--- config.mk ---
export PLATFORM = sky130hd
export DESIGN_NAME = spi_cfg_sync
export DESIGN_NICKNAME = d
export VERILOG_FILES = /design/src/rtl/spi_cfg_sync_pkg.sv /design/src/rtl/spi_cfg_sync_synchronizer.sv /design/src/rtl/spi_cfg_sync.sv
export SDC_FILE = /design/constraint.sdc
export NUM_CORES = 1
export LEC_CHECK = 0
export CAP_MARGIN = 10
export CORE_MARGIN = 2
export CORE_UTILIZATION = 40
export DETAILED_ROUTE_END_ITERATION = 10
export MAX_ROUTING_LAYER = met4
export PLACE_DENSITY_LB_ADDON = 0.1
export SLEW_MARGIN = 20
export SYNTH_ARGS = -nofsm -noshare
export SYNTH_HDL_FRONTEND = slang
export SYNTH_SLANG_ARGS = --single-unit
--- constraint.sdc ---
create_clock -name clk -period 1.8 [get_ports clk]
set_clock_uncertainty 0.05 [all_clocks]
set_input_delay 0.36 -clock clk [delete_from_list [all_inputs] [get_ports clk]]
set_output_delay 0.36 -clock clk [all_outputs]
set_load 0.1 [all_outputs]
--- src/rtl/spi_cfg_sync_pkg.sv ---
// Shared types and constants for the AXI-to-SPI configuration synchronizer.
package spi_cfg_sync_pkg;

    typedef enum logic {
        IDLE = 1'b0,
        LOCK = 1'b1
    } state_t;

    localparam int THRESH_W           = 15;
    localparam int WINDOW_W           = 32;
    localparam int DAC_CS_W           = 5;
    localparam int ADC_CS_W           = 8;
    localparam int MIN_WINDOW_DEFAULT = 2048;

endpackage

--- src/rtl/spi_cfg_sync_synchronizer.sv ---
// Multi-flop synchronizer whose stable flag rises once the synchronized value
// has been sampled unchanged for STABLE_COUNT consecutive comparisons.
module synchronizer #(
    parameter int DEPTH        = 3,
    parameter int WIDTH        = 1,
    parameter int STABLE_COUNT = 2
) (
    input  logic             clk,
    input  logic             aresetn,
    input  logic [WIDTH-1:0] din,
    output logic [WIDTH-1:0] dout,
    output logic             stable
);

    localparam int CW = $clog2(STABLE_COUNT + 1);

    logic [WIDTH-1:0] stage [DEPTH];
    logic [WIDTH-1:0] nxt;
    logic [CW-1:0]    cnt;
    logic [CW-1:0]    cnt_next;

    // The value that becomes dout on the coming edge, compared against dout now.
    if (DEPTH == 1) begin : g_single
        assign nxt = din;
    end else begin : g_chain
        assign nxt = stage[DEPTH-2];
    end

    assign dout = stage[DEPTH-1];

    always_comb begin
        cnt_next = '0;
        if (nxt == dout) begin
            cnt_next = (cnt == CW'(STABLE_COUNT)) ? cnt : cnt + 1'b1;
        end
    end

    // NOTE: the synchronizer flops are reset too, so no stale pre-reset value
    // can look stable right after release.
    always_ff @(posedge clk or negedge aresetn) begin
        if (!aresetn) begin
            for (int i = 0; i < DEPTH; i++) stage[i] <= '0;
            cnt    <= '0;
            stable <= 1'b0;
        end else begin
            stage[0] <= din;
            for (int i = 1; i < DEPTH; i++) stage[i] <= stage[i-1];
            cnt    <= cnt_next;
            stable <= (cnt_next >= CW'(STABLE_COUNT));
        end
    end

endmodule

--- src/rtl/spi_cfg_sync.sv ---
// Carries AXI-domain SPI configuration into the SPI clock domain and freezes it
// while the SPI subsystem is enabled.
module spi_cfg_sync
    import spi_cfg_sync_pkg::*;
#(
    parameter int SYNC_DEPTH   = 3,
    parameter int STABLE_COUNT = 2,
    parameter int MIN_WINDOW   = MIN_WINDOW_DEFAULT
) (
    input  logic                clk,
    input  logic                aresetn,
    input  logic                spi_en,
    input  logic                integ_en,
    input  logic [THRESH_W-1:0] integ_thresh_avg,
    input  logic [WINDOW_W-1:0] integ_window,
    input  logic [DAC_CS_W-1:0] dac_n_cs_high_time,
    input  logic [ADC_CS_W-1:0] adc_n_cs_high_time,
    output logic                spi_en_stable,
    output logic                integ_en_stable,
    output logic [THRESH_W-1:0] integ_thresh_avg_stable,
    output logic [WINDOW_W-1:0] integ_window_stable,
    output logic [DAC_CS_W-1:0] dac_n_cs_high_time_stable,
    output logic [ADC_CS_W-1:0] adc_n_cs_high_time_stable,
    output logic                cfg_locked,
    output logic                cfg_invalid,
    output logic                cfg_changed
);

    logic                spi_en_sync,  spi_en_flag;
    logic                integ_en_sync, integ_en_flag;
    logic [THRESH_W-1:0] thresh_sync;
    logic                thresh_flag;
    logic [WINDOW_W-1:0] window_sync;
    logic                window_flag;
    logic [DAC_CS_W-1:0] dac_sync;
    logic                dac_flag;
    logic [ADC_CS_W-1:0] adc_sync;
    logic                adc_flag;

    synchronizer #(.DEPTH(SYNC_DEPTH), .WIDTH(1), .STABLE_COUNT(STABLE_COUNT)) u_sync_spi_en (
        .clk(clk), .aresetn(aresetn), .din(spi_en), .dout(spi_en_sync), .stable(spi_en_flag));
    synchronizer #(.DEPTH(SYNC_DEPTH), .WIDTH(1), .STABLE_COUNT(STABLE_COUNT)) u_sync_integ_en (
        .clk(clk), .aresetn(aresetn), .din(integ_en), .dout(integ_en_sync), .stable(integ_en_flag));
    synchronizer #(.DEPTH(SYNC_DEPTH), .WIDTH(THRESH_W), .STABLE_COUNT(STABLE_COUNT)) u_sync_thresh (
        .clk(clk), .aresetn(aresetn), .din(integ_thresh_avg), .dout(thresh_sync), .stable(thresh_flag));
    synchronizer #(.DEPTH(SYNC_DEPTH), .WIDTH(WINDOW_W), .STABLE_COUNT(STABLE_COUNT)) u_sync_window (
        .clk(clk), .aresetn(aresetn), .din(integ_window), .dout(window_sync), .stable(window_flag));
    synchronizer #(.DEPTH(SYNC_DEPTH), .WIDTH(DAC_CS_W), .STABLE_COUNT(STABLE_COUNT)) u_sync_dac (
        .clk(clk), .aresetn(aresetn), .din(dac_n_cs_high_time), .dout(dac_sync), .stable(dac_flag));
    synchronizer #(.DEPTH(SYNC_DEPTH), .WIDTH(ADC_CS_W), .STABLE_COUNT(STABLE_COUNT)) u_sync_adc (
        .clk(clk), .aresetn(aresetn), .din(adc_n_cs_high_time), .dout(adc_sync), .stable(adc_flag));

    state_t state;
    logic   all_stable;
    logic   invalid;
    logic   lock_req;
    logic   field_diff;

    assign all_stable = integ_en_flag & thresh_flag & window_flag & dac_flag & adc_flag;
    assign invalid    = integ_en_sync & (window_sync < WINDOW_W'(MIN_WINDOW));
    assign lock_req   = all_stable & spi_en_flag & spi_en_sync;

    // A field counts as changed only once its new value has settled.
    assign field_diff = (integ_en_flag && (integ_en_sync != integ_en_stable))
                      | (thresh_flag   && (thresh_sync   != integ_thresh_avg_stable))
                      | (window_flag   && (window_sync   != integ_window_stable))
                      | (dac_flag      && (dac_sync      != dac_n_cs_high_time_stable))
                      | (adc_flag      && (adc_sync      != adc_n_cs_high_time_stable));

    // NOTE: all state and outputs use non-blocking assignments so every branch
    // sees the pre-edge values regardless of statement order.
    always_ff @(posedge clk or negedge aresetn) begin
        if (!aresetn) begin
            state                     <= IDLE;
            spi_en_stable             <= 1'b0;
            integ_en_stable           <= 1'b0;
            integ_thresh_avg_stable   <= '0;
            integ_window_stable       <= '0;
            dac_n_cs_high_time_stable <= '0;
            adc_n_cs_high_time_stable <= '0;
            cfg_locked                <= 1'b0;
            cfg_invalid               <= 1'b0;
            cfg_changed               <= 1'b0;
        end else begin
            case (state)
                IDLE: begin
                    if (all_stable) begin
                        integ_en_stable           <= integ_en_sync;
                        integ_thresh_avg_stable   <= thresh_sync;
                        integ_window_stable       <= window_sync;
                        dac_n_cs_high_time_stable <= dac_sync;
                        adc_n_cs_high_time_stable <= adc_sync;
                    end
                    cfg_invalid <= lock_req & invalid;
                    if (lock_req && !invalid) begin
                        state      <= LOCK;
                        cfg_locked <= 1'b1;
                    end
                end
                LOCK: begin
                    cfg_invalid <= 1'b0;
                    if (spi_en_flag && !spi_en_sync) begin
                        state         <= IDLE;
                        spi_en_stable <= 1'b0;
                        cfg_locked    <= 1'b0;
                        cfg_changed   <= 1'b0;
                    end else begin
                        spi_en_stable <= 1'b1;
                        if (field_diff) cfg_changed <= 1'b1;
                    end
                end
                default: state <= IDLE;
            endcase
        end
    end

endmodule

==> qor.csv, run 1 <==
metric,value,unit
outcome,"complete, no violations",
synthesized area per cell,16.51,sq um
Die X,155.6,microns
CP max-delay cell,dfrtp_1,
count of final max-slew check failures,0,
Iteration-0 DRC Markers,152,
Lkg Pwr,5.708,nW
routed len/inst,16.60,microns
delay of the slowest critical-path stage,430,ps
CP bufs+invs,1,
hpwl dp,12620,microns
most frequent cells in the layout,"222 x dfrtp_1, 76 x xor2_1, 71 x buf_12, 62 x clkdlybuf4s50_1, 56 x mux2_2",
Multi-input gate area,0.002425,sq mm
fraction of layout cells with a size suffix above 1,35.48,%
Setup TNS,0,ps
vias per inst,4.594,
max_slew headroom,67.47,%
startpoint type of the worst setup path,flip-flop,
RePlAce Congestion,0.7385,
Layout area overhead,40.75,%
PwrDens,1002,mW/mm^2
DRT antenna net count,0,
CTS HTree Levels,1,
"commonest non-fill, non-tap cell in the layout",dfrtp_1,
row count,55,
critical-path cell list,xor2_1 -> nor4_1 -> nand4_1 -> o21ai_1 -> buf_4 -> a41oi_1,
clk sinks,269,
initial antenna violation count,0,
Place WS,-127.6,ps
largest net degree at the start of global routing,52,
DR pass1 iterations,4,
vias in the first global route,5459,
Synth warnings,0,
nets,825,
Crit. End Element,flip-flop,
minimum clock period,1760,ps
core area,0.02257,sq mm
CP max FO,4,
period utilization,97.75,%
CTS tree,yes,
Synth Net Count,627,
Max IR drop VDD,0.5187,mV
maxcap violations,0,
Die Area,0.02422,sq mm
antenna cells,0,
Worst Slack Setup Final,40.47,ps
Routed WL,17640,microns
sequential fraction of the synthesis area,73.20,%
number of synthesized register bits,269,
Max Clock Freq,0.5683,GHz
port buffer count,128,
"non-filler cells, final",1063,
# IOs,129,
Die Ht,155.6,microns
Slew @ Worst Pin,483.5,ps
Num CTS Buffers,29,
Skew-Pair Late Insertion Delay,540,ps
unique cell type count in the Yosys netlist,29,
critical path type,reg2reg,
via count,4883,
Sequential Area,0.006790,sq mm
WP data arrival,2090,ps
Final setup viols,0,
Worst Hold Class,in2reg,
RSZ-0062 raised after global routing,true,
Synth Cell Area,0.009196,sq mm
endpoints failing hold,0,
Post-CTS Setup Bufs,0,
Mapped Cells,557,
DRC,0,
Root Buffer,clkbuf_16,
Initial Util,40.74,%
global-route wire length before repair,28740,microns
Overflow after GRT,0,
CTS Buffer Depth,3,
"delay-heaviest family, CP",simple AND/OR/NAND/NOR gates,
critical path data required time,2130,ps
Worst-path clk slew,60,ps
# placed instances,1008,
fillers,1801,
Total GRT Usage,15.66,%
-- where the power goes --
group | switching [mW] | internal [mW]
registers | 0.179 | 6.31
logic | 0.287 | 0.338
clock network | 2.35 | 3.50
-- sequential cells by signal (all words and copies together) (netlist names), 5 cells and up --
register	count
u_sync_thresh.dout	15
u_sync_window.stage	32
u_sync_window.dout	32
u_sync_thresh.nxt	15
dac_n_cs_high_time_stable	5
u_sync_adc.stage	8
u_sync_dac.dout	5
u_sync_adc.dout	8
integ_thresh_avg_stable	15
adc_n_cs_high_time_stable	8
u_sync_thresh.stage	15
integ_window_stable	32
u_sync_window.nxt	32
u_sync_dac.stage	5
u_sync_dac.nxt	5
u_sync_adc.nxt	8
-- per-layer routing --
layer	global-route usage, %	up-vias	routed length (microns)
met1	19.61	2463	7414
met3	3.278	33	748
met2	26.15	106	9071
li1	-	2281	-
met4	4.107	0	407
met5	-	-	0
-- final cells by class --
cell class / count / share of cell area, %
flip-flops and latches: 269 / 52.46
multi-input cells: 269 / 18.73
repair buffers: 173 / 18.20
clock buffers: 40 / 6.390
well taps: 285 / 2.755
clock inverters: 14 / 1.083
inverters: 13 / 0.3770
-- logic make-up after synthesis --
kind of cell               Yosys count  share of synthesized area [%]
xor gates and xnor gates           123                          11.71
AOI/OAI and AO/OA                    9                         0.6531
DFF                                269                          73.20
adders and majority gates            6                         0.8163
and+or+nand+nor                     70                          4.884
muxes                               61                          7.469
buffers and inverters               19                          1.265
-- Yosys cell counts --
master / instances / area (sq um)
o31ai_1: 1 / 7.510
nand3_1: 4 / 20.02
nor4b_1: 1 / 8.760
nor4_1: 22 / 137.6
nand4b_1: 1 / 8.760
nor2_1: 2 / 7.510
inv_1: 13 / 48.80
o21ai_0: 3 / 15.01
nor4_2: 1 / 12.51
a41oi_1: 1 / 8.760
mux2_2: 56 / 630.6
and4_1: 1 / 8.760
ha_1: 6 / 75.07
a21oi_1: 1 / 5.000
o21a_1: 1 / 7.510
nand2_1: 3 / 11.26
o41ai_1: 1 / 8.760
xor2_1: 77 / 674.4
nand4_1: 14 / 87.58
mux2_1: 5 / 56.30
nor3_4: 1 / 16.27
and2_1: 17 / 106.4
dfrtp_1: 269 / 6731
a211oi_1: 1 / 7.510
nand3b_1: 1 / 7.510
xnor2_1: 46 / 402.9
or4_4: 1 / 11.26
nor3_1: 1 / 5.000
buf_6: 6 / 67.56
-- what timing repair did --
item | 4_1_cts | 5_1_grt
hold endpoints to repair | 42 | 0
endpoints found under the setup margin | 4 | 6
gates resized for setup | 5 | 10
pin swaps | 0 | 7
hold buffers | 1 | 0
-- per-stage QoR --
step	instance area (sq um)	utilization [%]	total power, mW	hold WS, ps
floorplan	9254	-	6.795	14.41
global placement	11890	52.66	7.204	252.8
detailed placement	11890	52.66	7.230	262.3
CTS	12890	57.11	13.18	176.4
global route	12940	57.34	13.55	178.4
finish	12940	57.34	12.97	201.5
-- worst paths after layout --
kind	start	endpoint	slack, ps	depth (start not counted)
setup / recovery	u_sync_window.dout[22]	cfg_changed	40	6
hold / removal	integ_window[19]	u_sync_window.stage[83]	200	1
setup reg to reg	u_sync_window.dout[22]	cfg_changed	40	6
hold reg to reg	u_sync_window.stage[69]	u_sync_window.nxt[5]	290	0
max in group asynchronous	aresetn	u_sync_integ_en.dout	760	3
min in group asynchronous	aresetn	u_sync_window.stage[64]	280	2
No activity file was read; power rests on OpenSTA's default activity.
==> inputs of run 2 (changes only) <==
--- a/config.mk
+++ b/config.mk
@@ -9,8 +9,10 @@
 export CORE_MARGIN = 2
 export CORE_UTILIZATION = 40
 export DETAILED_ROUTE_END_ITERATION = 10
+export HOLD_SLACK_MARGIN = 0.05
 export MAX_ROUTING_LAYER = met4
 export PLACE_DENSITY_LB_ADDON = 0.1
+export SKIP_LAST_GASP = 1
 export SLEW_MARGIN = 20
 export SYNTH_ARGS = -nofsm -noshare
 export SYNTH_HDL_FRONTEND = slang
==> run 2 against run 1 <==
- non-clock buffer count unchanged
- setup slack better by 1.0 ps
- final cell count unchanged
- register-to-register slack about the same
- first-iteration DRC count down 1.3%
- cell area about the same
- utilization about the same
- global-route usage unchanged
- clock-buffer cell count unchanged
- maximum frequency about the same
- sequential share of layout area about the same
==> qor.csv, run 2 (synthesis results as in run 1) <==
metric,value,unit,change
critical-path cell list,xor2_1 -> nor4_1 -> nand4_1 -> o21ai_1 -> buf_4 -> a41oi_1,,
Overflow after GRT,0,,unchanged
Placed Area,0.01189,sq mm,unchanged
RePlAce Congestion,0.7385,,unchanged
core area,0.02257,sq mm,unchanged
nets,825,,unchanged
WP data arrival,2090,ps,about the same
hold_ws,202.1,ps,+0.6410 ps
Total Power,12.96,mW,about the same
largest net degree at the start of global routing,52,,unchanged
via count,4887,,+0.082%
initial antenna violation count,0,,unchanged
DRC,0,,unchanged
Num CTS Buffers,29,,unchanged
Root Buffer,clkbuf_16,,
startpoint type of the worst setup path,flip-flop,,
PwrDens,1002,mW/mm^2,about the same
Place WS,-127.6,ps,unchanged
CP max-delay cell,dfrtp_1,,
Routed WL,17630,microns,about the same
CTS HTree Levels,1,,unchanged
period utilization,97.69,%,about the same
Slew @ Worst Pin,483.5,ps,unchanged
cells on worst reg2reg path,6,,unchanged
Iteration-0 DRC Markers,150,,-1.3%
maxcap violations,0,,unchanged
"delay-heaviest family, CP",simple AND/OR/NAND/NOR gates,,
antenna cells,0,,unchanged
Layout area overhead,40.68,%,about the same
Die X,155.6,microns,unchanged
fraction of layout cells with a size suffix above 1,35.35,%,-0.13 points
CTS Buffer Depth,3,,unchanged
delay of the slowest critical-path stage,430,ps,about the same
Lkg Pwr,5.708,nW,about the same
Worst path depth,6,,unchanged
vias in the first global route,5459,,unchanged
most frequent cells in the layout,"222 x dfrtp_1, 76 x xor2_1, 71 x buf_12, 62 x clkdlybuf4s50_1, 56 x mux2_2",,
DRT antenna net count,0,,unchanged
"commonest non-fill, non-tap cell in the layout",dfrtp_1,,
Total GRT Usage,15.66,%,unchanged
Die Ht,155.6,microns,unchanged
RSZ-0062 raised after global routing,true,,
CP bufs+invs,1,,unchanged
Die Area,0.02422,sq mm,unchanged
max_slew headroom,67.47,%,unchanged
critical path data required time,2130,ps,about the same
# IOs,129,,unchanged
Skew-Pair Late Insertion Delay,540,ps,about the same
CTS tree,yes,,
final instance area,0.01294,sq mm,about the same
CP max FO,4,,unchanged
critical path type,reg2reg,,
final design utilization,57.32,%,about the same
Worst Slack Setup Final,41.52,ps,+1.048 ps
Worst Hold Class,in2reg,,
port buffer count,128,,unchanged
Initial Util,40.74,%,unchanged
minimum clock period,1758,ps,-1.048 ps
hold depth,1,,unchanged
clk sinks,269,,unchanged
count of final max-slew check failures,0,,unchanged
hpwl dp,12620,microns,unchanged
Max IR drop VDD,0.5157,mV,-0.59%
Worst-path clk slew,60,ps,about the same
vias per inst,4.597,,about the same
row count,55,,unchanged
endpoints failing hold,0,,unchanged
Crit. End Element,flip-flop,,
Final setup viols,0,,unchanged
Max Clock Freq,0.5687,GHz,about the same
routed len/inst,16.59,microns,about the same
global-route wire length before repair,28740,microns,unchanged
DR pass1 iterations,4,,unchanged
outcome,"complete, no violations",,
Post-CTS Setup Bufs,0,,unchanged
## run 2: changes by cell type in the layout (fill, tap and decap cells not counted)
cell	previous run	this run
nor4_2	7	6
nor4_1	15	16
## run 2: through the flow
stage / TNS, ps / instances
3_3_place_gp: -461.3 / 1008
4_1_cts: -4.485 / 1063
2_1_floorplan: 0 / 557
3_5_place_dp: -403.6 / 1008
6_report: 0 / 1063
5_1_grt: -225.0 / 1063
## run 2: path summary, 6_finish.rpt
kind | start | endpoint | slack, ps
max in group asynchronous | aresetn | u_sync_integ_en.dout | 770
hold reg to reg | u_sync_window.stage[69] | u_sync_window.nxt[5] | 290
min in group asynchronous | aresetn | u_sync_window.stage[64] | 270
setup / recovery | u_sync_window.dout[22] | cfg_changed | 40
setup reg to reg | u_sync_window.dout[22] | cfg_changed | 40
hold / removal | integ_window[4] | u_sync_window.stage[68] | 200
## run 2: area by class of cell
| class | count | area, sq um |
|---|---|---|
| Timing Repair Buffer | 173 | 2356 |
| Inverter | 13 | 48.80 |
| Tap cell | 285 | 356.6 |
| Clock inverter | 14 | 140.1 |
| Fill cell | 1800 | 9634 |
| Sequential cell | 269 | 6790 |
| Multi-Input combinational cell | 269 | 2419 |
| Clock buffer | 40 | 827.0 |
## run 2: what timing repair did
item                                   CTS  global route
gates resized for setup                  5             9
endpoints found under the hold margin   84             0
hold buffers                             1             0
setup endpoints to repair                4             6
pin swaps                                0             6
## run 2: worst register-to-register path, delay by kind of cell, from the launching register on
| family | cells | cell delay (ps) |
|---|---|---|
| xor gates and xnor gates | 1 | 180 |
| buffers and inverters | 1 | 120 |
| and+or+nand+nor | 2 | 560 |
| AOI/OAI and AO/OA | 2 | 260 |
| DFF | 1 | 430 |
## run 2: where the power goes
group / internal (mW) / total (mW) / switching, mW
combinational: 0.338 / 0.624 / 0.286
sequential: 6.31 / 6.49 / 0.179
clock: 3.50 / 5.85 / 2.34
## run 2: per-layer routing
metal,share of wire (%),up-vias,global-route usage [%]
met1,42,2470,19.61
met2,51,106,26.15
li1,-,2277,-
met5,0,-,-
met4,2.3,0,4.107
met3,4.2,34,3.278
==> inputs of run 3 (changes only) <==
--- a/config.mk
+++ b/config.mk
@@ -7,7 +7,7 @@
 export LEC_CHECK = 0
 export CAP_MARGIN = 10
 export CORE_MARGIN = 2
-export CORE_UTILIZATION = 40
+export CORE_UTILIZATION = 54
 export DETAILED_ROUTE_END_ITERATION = 10
 export HOLD_SLACK_MARGIN = 0.05
 export MAX_ROUTING_LAYER = met4
==> run 3 against run 2 <==
- clock-buffer cell count down 4
- via count down 1.0%
- wire length about the same
- sequential power about the same
- die area down 25%
- clock power up 3%
- global-route usage up 5.5 points
- critical path depth down 1
- sequential cell count unchanged
- power up 1.2%
- combinational power down 1%
==> qor.csv, run 3 (synthesis results as in run 1) <==
metric,value,unit,change
outcome,"complete, no violations",,
Max Clock Freq,0.5862,GHz,+3.1%
Layout area overhead,37.36,%,
core area,0.01664,sq mm,-26%
Final setup viols,0,,unchanged
critical path data required time,2220,ps,+90 ps
nets,795,,-3.6%
Worst-path clk slew,60,ps,about the same
initial antenna violation count,0,,unchanged
vias per inst,5.006,,+8.9%
Setup TNS,0,ps,unchanged
CP max-delay cell,nor4_1,,
critical-path cell list,xor2_1 -> nor4_1 -> nand4_1 -> nor2_1 -> and2_1,,
max_slew headroom,65.80,%,-1.7 points
clk sinks,269,,unchanged
critical path type,reg2reg,,
"commonest non-fill, non-tap cell in the layout",dfrtp_1,,
largest net degree at the start of global routing,57,,+9.6%
startpoint type of the worst setup path,flip-flop,,
Placed Area,0.01158,sq mm,-2.6%
DRT antenna net count,0,,unchanged
period utilization,94.78,%,-2.9 points
Slew @ Worst Pin,508.3,ps,+24.80 ps
Overflow after GRT,0,,unchanged
# IOs,129,,unchanged
global-route wire length before repair,28640,microns,-0.36%
Total GRT Usage,21.19,%,+5.5 points
via count,4836,,-1.0%
Max IR drop VDD,0.7828,mV,+52%
Worst Hold Class,in2reg,,
fraction of layout cells with a size suffix above 1,32.71,%,-2.6 points
CP max FO,4,,unchanged
RePlAce Congestion,0.8162,,+11%
Skew-Pair Late Insertion Delay,530,ps,about the same
Die Ht,134.5,microns,-14%
Post-CTS Setup Bufs,0,,unchanged
vias in the first global route,5386,,-1.3%
hpwl dp,12350,microns,-2.1%
Iteration-0 DRC Markers,182,,+21%
most frequent cells in the layout,"223 x dfrtp_1, 77 x xor2_1, 70 x buf_12, 62 x clkdlybuf4s50_1, 56 x mux2_2",,
Routed WL,17640,microns,about the same
PwrDens,1038,mW/mm^2,+3.6%
count of final max-slew check failures,0,,unchanged
Die X,134.5,microns,-14%
antenna cells,0,,unchanged
DRC,0,,unchanged
maxcap violations,0,,unchanged
Lkg Pwr,5.572,nW,-2.4%
Die Area,0.01809,sq mm,-25%
Initial Util,55.26,%,+15 points
minimum clock period,1706,ps,-52.47 ps
CTS tree,yes,,
CP bufs+invs,0,,-1
Num CTS Buffers,27,,-6.9%
routed len/inst,18.26,microns,+10%
RSZ-0062 raised after global routing,true,,
CTS Buffer Depth,3,,unchanged
WP data arrival,2120,ps,+30 ps
CTS HTree Levels,1,,unchanged
endpoints failing hold,0,,unchanged
"delay-heaviest family, CP",simple AND/OR/NAND/NOR gates,,
DR pass1 iterations,4,,unchanged
Crit. End Element,flip-flop,,
row count,47,,-15%
port buffer count,128,,unchanged
delay of the slowest critical-path stage,460,ps,+30 ps
Root Buffer,clkbuf_16,,
final instance area,0.01263,sq mm,-2.4%
-- run 3: changes by cell type in the layout (fill, tap and decap cells not counted), moves of 2 or more --
cell        change
nor4_2          +4
buf_4          -26
bufinv_16       +3
clkinvlp_4      -3
clkbuf_16       -2
clkbuf_1        -2
nor4_1          -3
-- run 3: path summary, 6_finish.rpt --
kind | start | to | slack [ps] | cells past startpoint
setup / recovery | u_sync_window.dout[29] | u_sync_window.stable | 90 | 5
hold / removal | integ_thresh_avg[3] | u_sync_thresh.stage[33] | 210 | 1
setup reg to reg | u_sync_window.dout[29] | u_sync_window.stable | 90 | 5
hold reg to reg | u_sync_window.stage[68] | u_sync_window.nxt[4] | 290 | 0
max in group asynchronous | aresetn | adc_n_cs_high_time_stable[3] | 730 | 3
min in group asynchronous | aresetn | integ_thresh_avg_stable[7] | 280 | 2
-- run 3: routing by layer --
| layer | vias to the layer above | track usage [%] | share of wire (%) |
|---|---|---|---|
| met5 | - | - | 0 |
| met2 | 113 | 34.07 | 51 |
| met3 | 36 | 4.429 | 4.5 |
| met1 | 2468 | 27.43 | 42 |
| met4 | 0 | 6.901 | 2.6 |
| li1 | 2219 | - | - |
-- run 3: metrics by stage --
stage                     utilization, %  hold WS, ps  power (mW)  worst slack, ps  std cells
after detailed placement           69.59        275.0       7.213           -88.79        915
after global placement             69.59        269.3       7.169           -87.16        915
after CTS                          75.60        194.6       13.24            24.21        966
final                              75.90        214.3       13.12            93.99        966
after floorplan                        -        14.41       6.795            2.844        557
after global routing               75.90        194.9       13.57           -52.61        966
-- run 3: cell type report --
cell class | instances | area, sq um
Sequential cell | 269 | 6789
Fill cell | 977 | 4010
Multi-Input combinational cell | 269 | 2412
Timing Repair Buffer | 145 | 2130
Clock buffer | 36 | 769.5
Tap cell | 220 | 275.3
Clock inverter | 14 | 207.7
Inverter | 13 | 48.80
-- run 3: worst register-to-register path, delay by kind of cell, from the launching register on --
| family | cells | cell delay (ps) |
|---|---|---|
| and+or+nand+nor | 4 | 980 |
| DFF | 1 | 420 |
| xor gates and xnor gates | 1 | 200 |
-- run 3: where the power goes --
| group | total (mW) | switching [mW] | internal [mW] | leakage (nW) |
|---|---|---|---|---|
| combinational | 0.615 | 0.293 | 0.321 | 1.85 |
| clock | 6.00 | 2.28 | 3.73 | 0.479 |
| sequential | 6.50 | 0.188 | 6.31 | 3.24 |
-- run 3: repair_timing --
action / 4_1_cts / 5_1_grt
resized for setup: 3 / 8
pin swaps: 0 / 0
hold endpoints to repair: 47 / 0
hold buffers: 1 / 0
setup endpoints to repair: 1 / 3
